`config.mk`:
```
export PLATFORM = sky130hd
export DESIGN_NAME = loop_mem_sched
export DESIGN_NICKNAME = d
export VERILOG_FILES = /design/src/rtl/loop_mem_sched.sv
export SDC_FILE = /design/constraint.sdc
export NUM_CORES = 1
export LEC_CHECK = 0
export BUFFER_PORTS_ARGS = -buffer_cell sky130_fd_sc_hd__buf_2
export CAP_MARGIN = 20
export CORE_MARGIN = 3
export CORE_UTILIZATION = 65
export CTS_BUF_LIST = sky130_fd_sc_hd__clkbuf_8
export CTS_CLUSTER_DIAMETER = 30
export DETAILED_ROUTE_END_ITERATION = 16
export HOLD_SLACK_MARGIN = 0.06
export PLACE_DENSITY = 0.93
export SLEW_MARGIN = 20
export SYNTH_ARGS = -nofsm -noshare
export SYNTH_HDL_FRONTEND = slang
export SYNTH_SLANG_ARGS = --single-unit
```
`constraint.sdc`:
```
create_clock -name clk100 -period 5.7 [get_ports clk100]
set_input_delay 0.285 -clock clk100 [delete_from_list [all_inputs] [get_ports clk100]]
set_output_delay 0.285 -clock clk100 [all_outputs]
set_load 0.01 [all_outputs]
```
`src/rtl/loop_mem_sched.sv`:
```
// loop_mem_sched -- per-sample memory scheduler for the looper sample store.
//
// On every audio sample tick the block walks all banks in ascending order:
// recording banks get the captured ADC sample written at the shared loop
// position, playing banks are read and summed into one mix sample. Between
// ticks it runs zero-fill sweeps for bank deletes. It owns the shared loop
// position and the loop length (current_max, 0 = unset).
//
// Ports:
//   clk100, rst          clock, synchronous active-high reset
//   sample_tick          one-cycle pulse at audio rate, rec_data valid with it
//   playing, recording   per-bank enables (recording wins when both are set)
//   delete/delete_bank   level delete request; delete_clear pulses when done
//   set_max, reset_max   latch / clear the loop length
//   mem_*                single-outstanding req/ack memory port, addr={bank,pos}
//   mix_out/mix_valid    mixed playback sample with its one-cycle strobe
//   overrun              sticky, set when a tick had to be dropped
//
// Build option: define MIX_SAT_EN to saturate the mix to the DATA_W range;
// without it the mix wraps in two's complement.
module loop_mem_sched #(
   parameter int NBANKS = 8,
   parameter int BANK_W = 3,
   parameter int POS_W  = 23,
   parameter int DATA_W = 16
) (
   input  logic                    clk100,
   input  logic                    rst,
   input  logic                    sample_tick,
   input  logic [DATA_W-1:0]       rec_data,
   input  logic [NBANKS-1:0]       playing,
   input  logic [NBANKS-1:0]       recording,
   input  logic                    delete,
   input  logic [BANK_W-1:0]       delete_bank,
   output logic                    delete_clear,
   input  logic                    set_max,
   input  logic                    reset_max,
   output logic [POS_W-1:0]        current_max,
   output logic                    mem_req,
   output logic                    mem_we,
   output logic [BANK_W+POS_W-1:0] mem_addr,
   output logic [DATA_W-1:0]       mem_wdata,
   input  logic                    mem_ack,
   input  logic [DATA_W-1:0]       mem_rdata,
   output logic [DATA_W-1:0]       mix_out,
   output logic                    mix_valid,
   output logic                    overrun
);

   localparam int ACC_W = DATA_W + BANK_W;

   typedef enum logic [2:0] {
      IDLE, SCAN, ISSUE, WAIT, DONE, DEL_ISSUE, DEL_WAIT
   } state_t;

   state_t                    state_reg, state_next;
   logic [POS_W-1:0]          pos_reg, cmax_reg;
   logic                      tick_pend_reg;
   logic [DATA_W-1:0]         pend_data_reg, sample_reg;
   logic [BANK_W-1:0]         idx_reg;
   logic signed [ACC_W-1:0]   acc_reg;
   logic                      del_active_reg, del_armed_reg;
   logic [BANK_W-1:0]         del_bank_reg;
   logic [POS_W-1:0]          del_pos_reg;
   logic                      set_max_pend_reg;
   logic [DATA_W-1:0]         mix_out_reg;
   logic                      mix_valid_reg, del_clear_reg, overrun_reg;
   logic                      mem_we_reg;
   logic [BANK_W+POS_W-1:0]   mem_addr_reg;
   logic [DATA_W-1:0]         mem_wdata_reg;

   logic                      bank_active, last_bank, del_last, del_start, tick_take;
   logic [POS_W-1:0]          pos_inc;
   logic [DATA_W-1:0]         mix_next;

   assign bank_active = recording[idx_reg] | playing[idx_reg];
   assign last_bank   = (idx_reg == BANK_W'(NBANKS-1));
   // Sweep covers the loop length, or the whole bank when no length is set.
   assign del_last    = (cmax_reg == '0) ? (&del_pos_reg)
                                         : (del_pos_reg == cmax_reg - POS_W'(1));
   assign del_start   = delete && del_armed_reg && !del_active_reg;
   assign tick_take   = (state_reg == IDLE) && tick_pend_reg;
   assign pos_inc     = pos_reg + POS_W'(1);

`ifdef MIX_SAT_EN
   localparam logic signed [ACC_W-1:0] SAT_MAX = {{(BANK_W+1){1'b0}}, {(DATA_W-1){1'b1}}};
   localparam logic signed [ACC_W-1:0] SAT_MIN = {{(BANK_W+1){1'b1}}, {(DATA_W-1){1'b0}}};
   always_comb begin
      mix_next = acc_reg[DATA_W-1:0];
      if (acc_reg > SAT_MAX)
         mix_next = SAT_MAX[DATA_W-1:0];
      else if (acc_reg < SAT_MIN)
         mix_next = SAT_MIN[DATA_W-1:0];
   end
`else
   always_comb begin
      mix_next = acc_reg[DATA_W-1:0];
   end
`endif

   // Next-state logic and the request strobe.
   always_comb begin
      state_next = state_reg;
      mem_req    = 1'b0;
      case (state_reg)
         IDLE: begin
            if (tick_pend_reg)
               state_next = SCAN;
            else if (del_active_reg || del_start)
               state_next = DEL_ISSUE;
         end
         SCAN: begin
            if (bank_active)
               state_next = ISSUE;
            else if (last_bank)
               state_next = DONE;
         end
         ISSUE: state_next = WAIT;
         WAIT: begin
            mem_req = 1'b1;
            if (mem_ack)
               state_next = last_bank ? DONE : SCAN;
         end
         DONE:      state_next = IDLE;
         DEL_ISSUE: state_next = DEL_WAIT;
         DEL_WAIT: begin
            mem_req = 1'b1;
            // Returning to IDLE after every word lets a pending tick cut in.
            if (mem_ack)
               state_next = IDLE;
         end
         default: state_next = IDLE;
      endcase
   end

   always_ff @(posedge clk100) begin
      if (rst) begin
         state_reg        <= IDLE;
         pos_reg          <= '0;
         cmax_reg         <= '0;
         tick_pend_reg    <= 1'b0;
         pend_data_reg    <= '0;
         sample_reg       <= '0;
         idx_reg          <= '0;
         acc_reg          <= '0;
         del_active_reg   <= 1'b0;
         del_armed_reg    <= 1'b1;
         del_bank_reg     <= '0;
         del_pos_reg      <= '0;
         set_max_pend_reg <= 1'b0;
         mix_out_reg      <= '0;
         mix_valid_reg    <= 1'b0;
         del_clear_reg    <= 1'b0;
         overrun_reg      <= 1'b0;
         mem_we_reg       <= 1'b0;
         mem_addr_reg     <= '0;
         mem_wdata_reg    <= '0;
      end else begin
         state_reg     <= state_next;
         mix_valid_reg <= 1'b0;
         del_clear_reg <= 1'b0;

         // One-deep tick buffer; a tick that finds it still full is dropped.
         if (sample_tick) begin
            if (tick_pend_reg && !tick_take) begin
               overrun_reg <= 1'b1;
            end else begin
               tick_pend_reg <= 1'b1;
               pend_data_reg <= rec_data;
            end
         end else if (tick_take) begin
            tick_pend_reg <= 1'b0;
         end

         if (!delete)
            del_armed_reg <= 1'b1;

         case (state_reg)
            IDLE: begin
               if (tick_pend_reg) begin
                  sample_reg <= pend_data_reg;
                  idx_reg    <= '0;
                  acc_reg    <= '0;
               end else if (del_start) begin
                  del_active_reg <= 1'b1;
                  del_bank_reg   <= delete_bank;
                  del_pos_reg    <= '0;
               end
            end
            SCAN: begin
               if (!bank_active && !last_bank)
                  idx_reg <= idx_reg + BANK_W'(1);
            end
            ISSUE: begin
               mem_addr_reg  <= {idx_reg, pos_reg};
               mem_we_reg    <= recording[idx_reg];
               mem_wdata_reg <= sample_reg;
            end
            WAIT: begin
               if (mem_ack) begin
                  if (!mem_we_reg)
                     acc_reg <= acc_reg + {{BANK_W{mem_rdata[DATA_W-1]}}, mem_rdata};
                  if (!last_bank)
                     idx_reg <= idx_reg + BANK_W'(1);
               end
            end
            DONE: begin
               mix_out_reg   <= mix_next;
               mix_valid_reg <= 1'b1;
            end
            DEL_ISSUE: begin
               mem_addr_reg  <= {del_bank_reg, del_pos_reg};
               mem_we_reg    <= 1'b1;
               mem_wdata_reg <= '0;
            end
            DEL_WAIT: begin
               if (mem_ack) begin
                  if (del_last) begin
                     del_clear_reg  <= 1'b1;
                     del_active_reg <= 1'b0;
                     // Held-high delete must drop before another sweep starts.
                     del_armed_reg  <= 1'b0;
                  end else begin
                     del_pos_reg <= del_pos_reg + POS_W'(1);
                  end
               end
            end
            default: ;
         endcase

         // Loop position / length. A set_max request is parked until the next
         // DONE so the length is taken from the position just processed.
         if (reset_max) begin
            cmax_reg         <= '0;
            pos_reg          <= '0;
            set_max_pend_reg <= 1'b0;
         end else if (state_reg == DONE) begin
            if (set_max || set_max_pend_reg) begin
               cmax_reg         <= pos_inc;
               pos_reg          <= '0;
               set_max_pend_reg <= 1'b0;
            end else if (cmax_reg == '0) begin
               if (!(&pos_reg))
                  pos_reg <= pos_inc;
            end else begin
               pos_reg <= (pos_inc == cmax_reg) ? '0 : pos_inc;
            end
         end else if (set_max) begin
            set_max_pend_reg <= 1'b1;
         end
      end
   end

   assign delete_clear = del_clear_reg;
   assign current_max  = cmax_reg;
   assign mem_we       = mem_we_reg;
   assign mem_addr     = mem_addr_reg;
   assign mem_wdata    = mem_wdata_reg;
   assign mix_out      = mix_out_reg;
   assign mix_valid    = mix_valid_reg;
   assign overrun      = overrun_reg;

endmodule

```
==> impl_metrics.tcl <==
set metrics [dict create \
    viasPerCell 6.607 \
    grt_pass1_vias 9723 \
    synth_top_area_cell "dfxtp_1" \
    vias 10730 \
    grt_usage_pct 35.11 \
    antenna_found_initial 0 \
    worstMarginPinSlew_ns 1.065 \
    critPathTopFamily "simple AND/OR/NAND/NOR gates" \
    cp_max_fo 42 \
    cts.path.max_buffers 2 \
    slew_violations 0 \
    dieArea_um2 18050 \
    cts_tree "done" \
    reg2reg_from "pos_reg[8]$_SDFFE_PP0P_" \
    io_buffers 143 \
    synth_edf_count 0 \
    antenna_cells 0 \
    fp.dieW_um 134.3 \
    die_h_um 134.3 \
    start_util_pct 66.91 \
    synth-async-reset-ratio_pct 0 \
    seq_area_um2 3844 \
    synthFlopType "dfxtp_1" \
    crit_path_end_kind "flip-flop" \
    combPwrFrac_pct 31.4 \
    synth.net_count 1407 \
    yosysUniqueCellTypes 78 \
    path_clk_slew_ns 0.11 \
    ir_worst_vdd_mv 0.1963 \
    powerDensity_nw_per_um2 310.8 \
    dr.first_iter.drc_count 1162 \
    cpPeakStageDelay_ns 0.74 \
    drc 0 \
    cts-root-buf "clkbuf_8" \
    criticalPathCategory "flip-flop to flip-flop" \
    crit_required_ns 6.05 \
    switching_share_pct 40.15 \
    timing.final.crit_share_pct 73.59 \
    fin_tns_setup_ns 0 \
    synth.most_common_cell "dfxtp_1" \
    cap_violations 0 \
    utilization_pct 74.32 \
    yosysSeqAreaShare_pct 35.90 \
    period_minus_slack_ns 4.195 \
    drive_gt1_share_pct 15.34 \
    synth_area_leaders "dfxtp_1 36%, nand2_1 5.2%, nor2_1 5.2%" \
    setup_viol 0 \
    multiInputGateArea_um2 6317 \
    synth.avg_cell_area_um2 8.067 \
    power_frac_clock_pct 25.6 \
    syn-cell-area_um2 10710 \
    dr.pass1.iters 5 \
    power.internal_mw 2.212 \
    wire_per_inst_um 20.14 \
    layout-area-overhead-vs-synth_pct 11.08 \
    rows 46 \
    outcome "finished, final reports clean" \
    grt_max_degree 103 \
    slowest_stage "nand3_2" \
    gp_congestion 0.9427 \
    max_slew_margin_pct 29.01 \
    p_seq_share_pct 43.0 \
    hpwl_mm 21.45 \
    power_leakage_nw 4.480 \
    cts.sinks 192 \
    nNetsFinal 1475 \
    max_freq_mhz 238.4 \
    ys_ff_latch 192 \
    largest_register_ffs 26 \
    hold_viol_final 0 \
    wirelength_mm 32.71 \
    nFillCells 1183 \
    h-tree-depth 4 \
    core_um2 16000 \
    min_from "delete" \
    fin_worst_skew_ns 0.01325 \
    ys_top_cells_by_count "192 x dfxtp_1, 148 x nand2_1, 148 x nor2_1, 98 x clkbuf_1, 93 x a21oi_1" \
    start_kind "flip-flop" \
    hold_path_class "primary input to flip-flop" \
    rsz0062_at_grt "no" \
    clock_latency_ns 0.49 \
    worstPathCellList "and3_1 -> nand4_1 -> nor3_1 -> a211o_1 -> o2111ai_1 -> nor4_1 -> nand3_2 -> a41oi_1 -> a31oi_1" \
    cp_num_buf_inv 0 \
    cts_resized 0 \
    syn_inst 1327 \
    postRouteAntennaNets 0 \
    ys_warn_count 0 \
    grt_pass1_wl_mm 51.01 \
    numCtsBuffers 17 \
    synth_top_area_share_pct 35.90 \
    num_io_pins 144 \
    critPathArrivalTime_ns 4.54 \
    grt.overflow.total 0 \
    startpoint "pos_reg[8]$_SDFFE_PP0P_" \
    p_switching_mw 1.484 \
]
-- worst register-to-register path, delay by kind of cell (launching register included) --
kind / cells / cell delay (ns)
simple gates: 5 / 2.56
compound gates: 4 / 0.94
flops: 1 / 0.55
-- layout make-up --
cell class | count | area share (%)
clock buffers | 18 | 2.083
well taps | 216 | 2.273
inverters | 18 | 0.5682
clock inverters | 14 | 1.526
flip-flops and latches | 192 | 32.32
multi-input cells | 997 | 53.13
repair buffers | 169 | 8.102
-- layer usage --
| layer | track usage (%) | share of wire [%] | vias up | wire, um |
|---|---|---|---|---|
| li1 | - | - | 4971 | - |
| met1 | 44.05 | 39 | 5046 | 12720 |
| met2 | 59.08 | 48 | 602 | 15610 |
| met3 | 7.202 | 9.3 | 111 | 3040 |
| met4 | 14.48 | 4.1 | 0 | 1342 |
| met5 | 0 | 0 | - | 0 |
-- power by group through the flow --
stage,Clock [mW],Combinational (mW),Sequential [mW]
finish,0.945,1.16,1.59
global route,0.994,1.25,1.60
CTS,0.945,1.13,1.58
detailed placement,0,1.10,1.61
global placement,0,1.08,1.61
floorplan,0,0.878,1.54
-- kinds of logic after synthesis --
kind of cell	Yosys count	share of synthesized area, %
xor+xnor	75	6.393
buf+inv	138	5.294
fa+ha+maj	22	2.641
compound gates	315	20.00
simple gates	545	25.53
flops	192	35.90
mux	40	4.243
-- per-stage QoR --
step / setup slack (ns) / hold WS, ns / power [mW] / instance area, um^2 / cells
5_1_grt: 1.209 / 0.1330 / 3.848 / 11890 / 1624
6_report: 1.505 / 0.1171 / 3.696 / 11890 / 1624
3_3_place_gp: 1.789 / 0.4371 / 2.681 / 11260 / 1572
4_1_cts: 1.660 / 0.1057 / 3.652 / 11890 / 1624
2_1_floorplan: 2.777 / 0.4057 / 2.421 / 10710 / 1327
3_5_place_dp: 1.688 / 0.4428 / 2.713 / 11260 / 1572
-- path summary, 6_finish.rpt --
kind | to | slack, ns | cells after the start
max | pos_reg[5]$_SDFFE_PP0P_ | 1.51 | 9
min | del_armed_reg$_SDFF_PP1_ | 0.12 | 4
max reg2reg | pos_reg[5]$_SDFFE_PP0P_ | 1.51 | 9
min reg2reg | mix_out[10]$_SDFFE_PP0P_ | 0.46 | 2
-- cells in the final DEF, fill, tap and decap left out, drive strengths merged, types with 8 or more instances in the layout --
cell | Yosys | routed
xnor2 | 49 | 49
and2 | 15 | 15
dfxtp | 192 | 192
nand3 | 41 | 41
nand3b | 8 | 8
nor3 | 33 | 33
dlygate4sd3 | 0 | 20
mux2i | 33 | 33
or3 | 11 | 11
nand4 | 32 | 32
ha | 21 | 21
xor2 | 24 | 24
nor2 | 148 | 148
o21ai | 22 | 22
nor2b | 15 | 15
a41oi | 19 | 19
clkbuf | 99 | 18
and3 | 12 | 12
a22oi | 27 | 27
a211oi | 52 | 52
inv | 18 | 26
a21oi | 95 | 95
or4 | 21 | 21
o211ai | 11 | 11
nor4 | 18 | 18
nand2b | 13 | 13
nand2 | 148 | 148
buf | 21 | 149
a31oi | 26 | 26
o31ai | 11 | 11
and4 | 12 | 12
-- timing repair --
| action | CTS | global route |
|---|---|---|
| buffers inserted | 0 | 0 |
| endpoints found under the hold margin | 21 | 0 |
| hold buffers | 20 | 0 |
(Power assumes the default switching activity.)
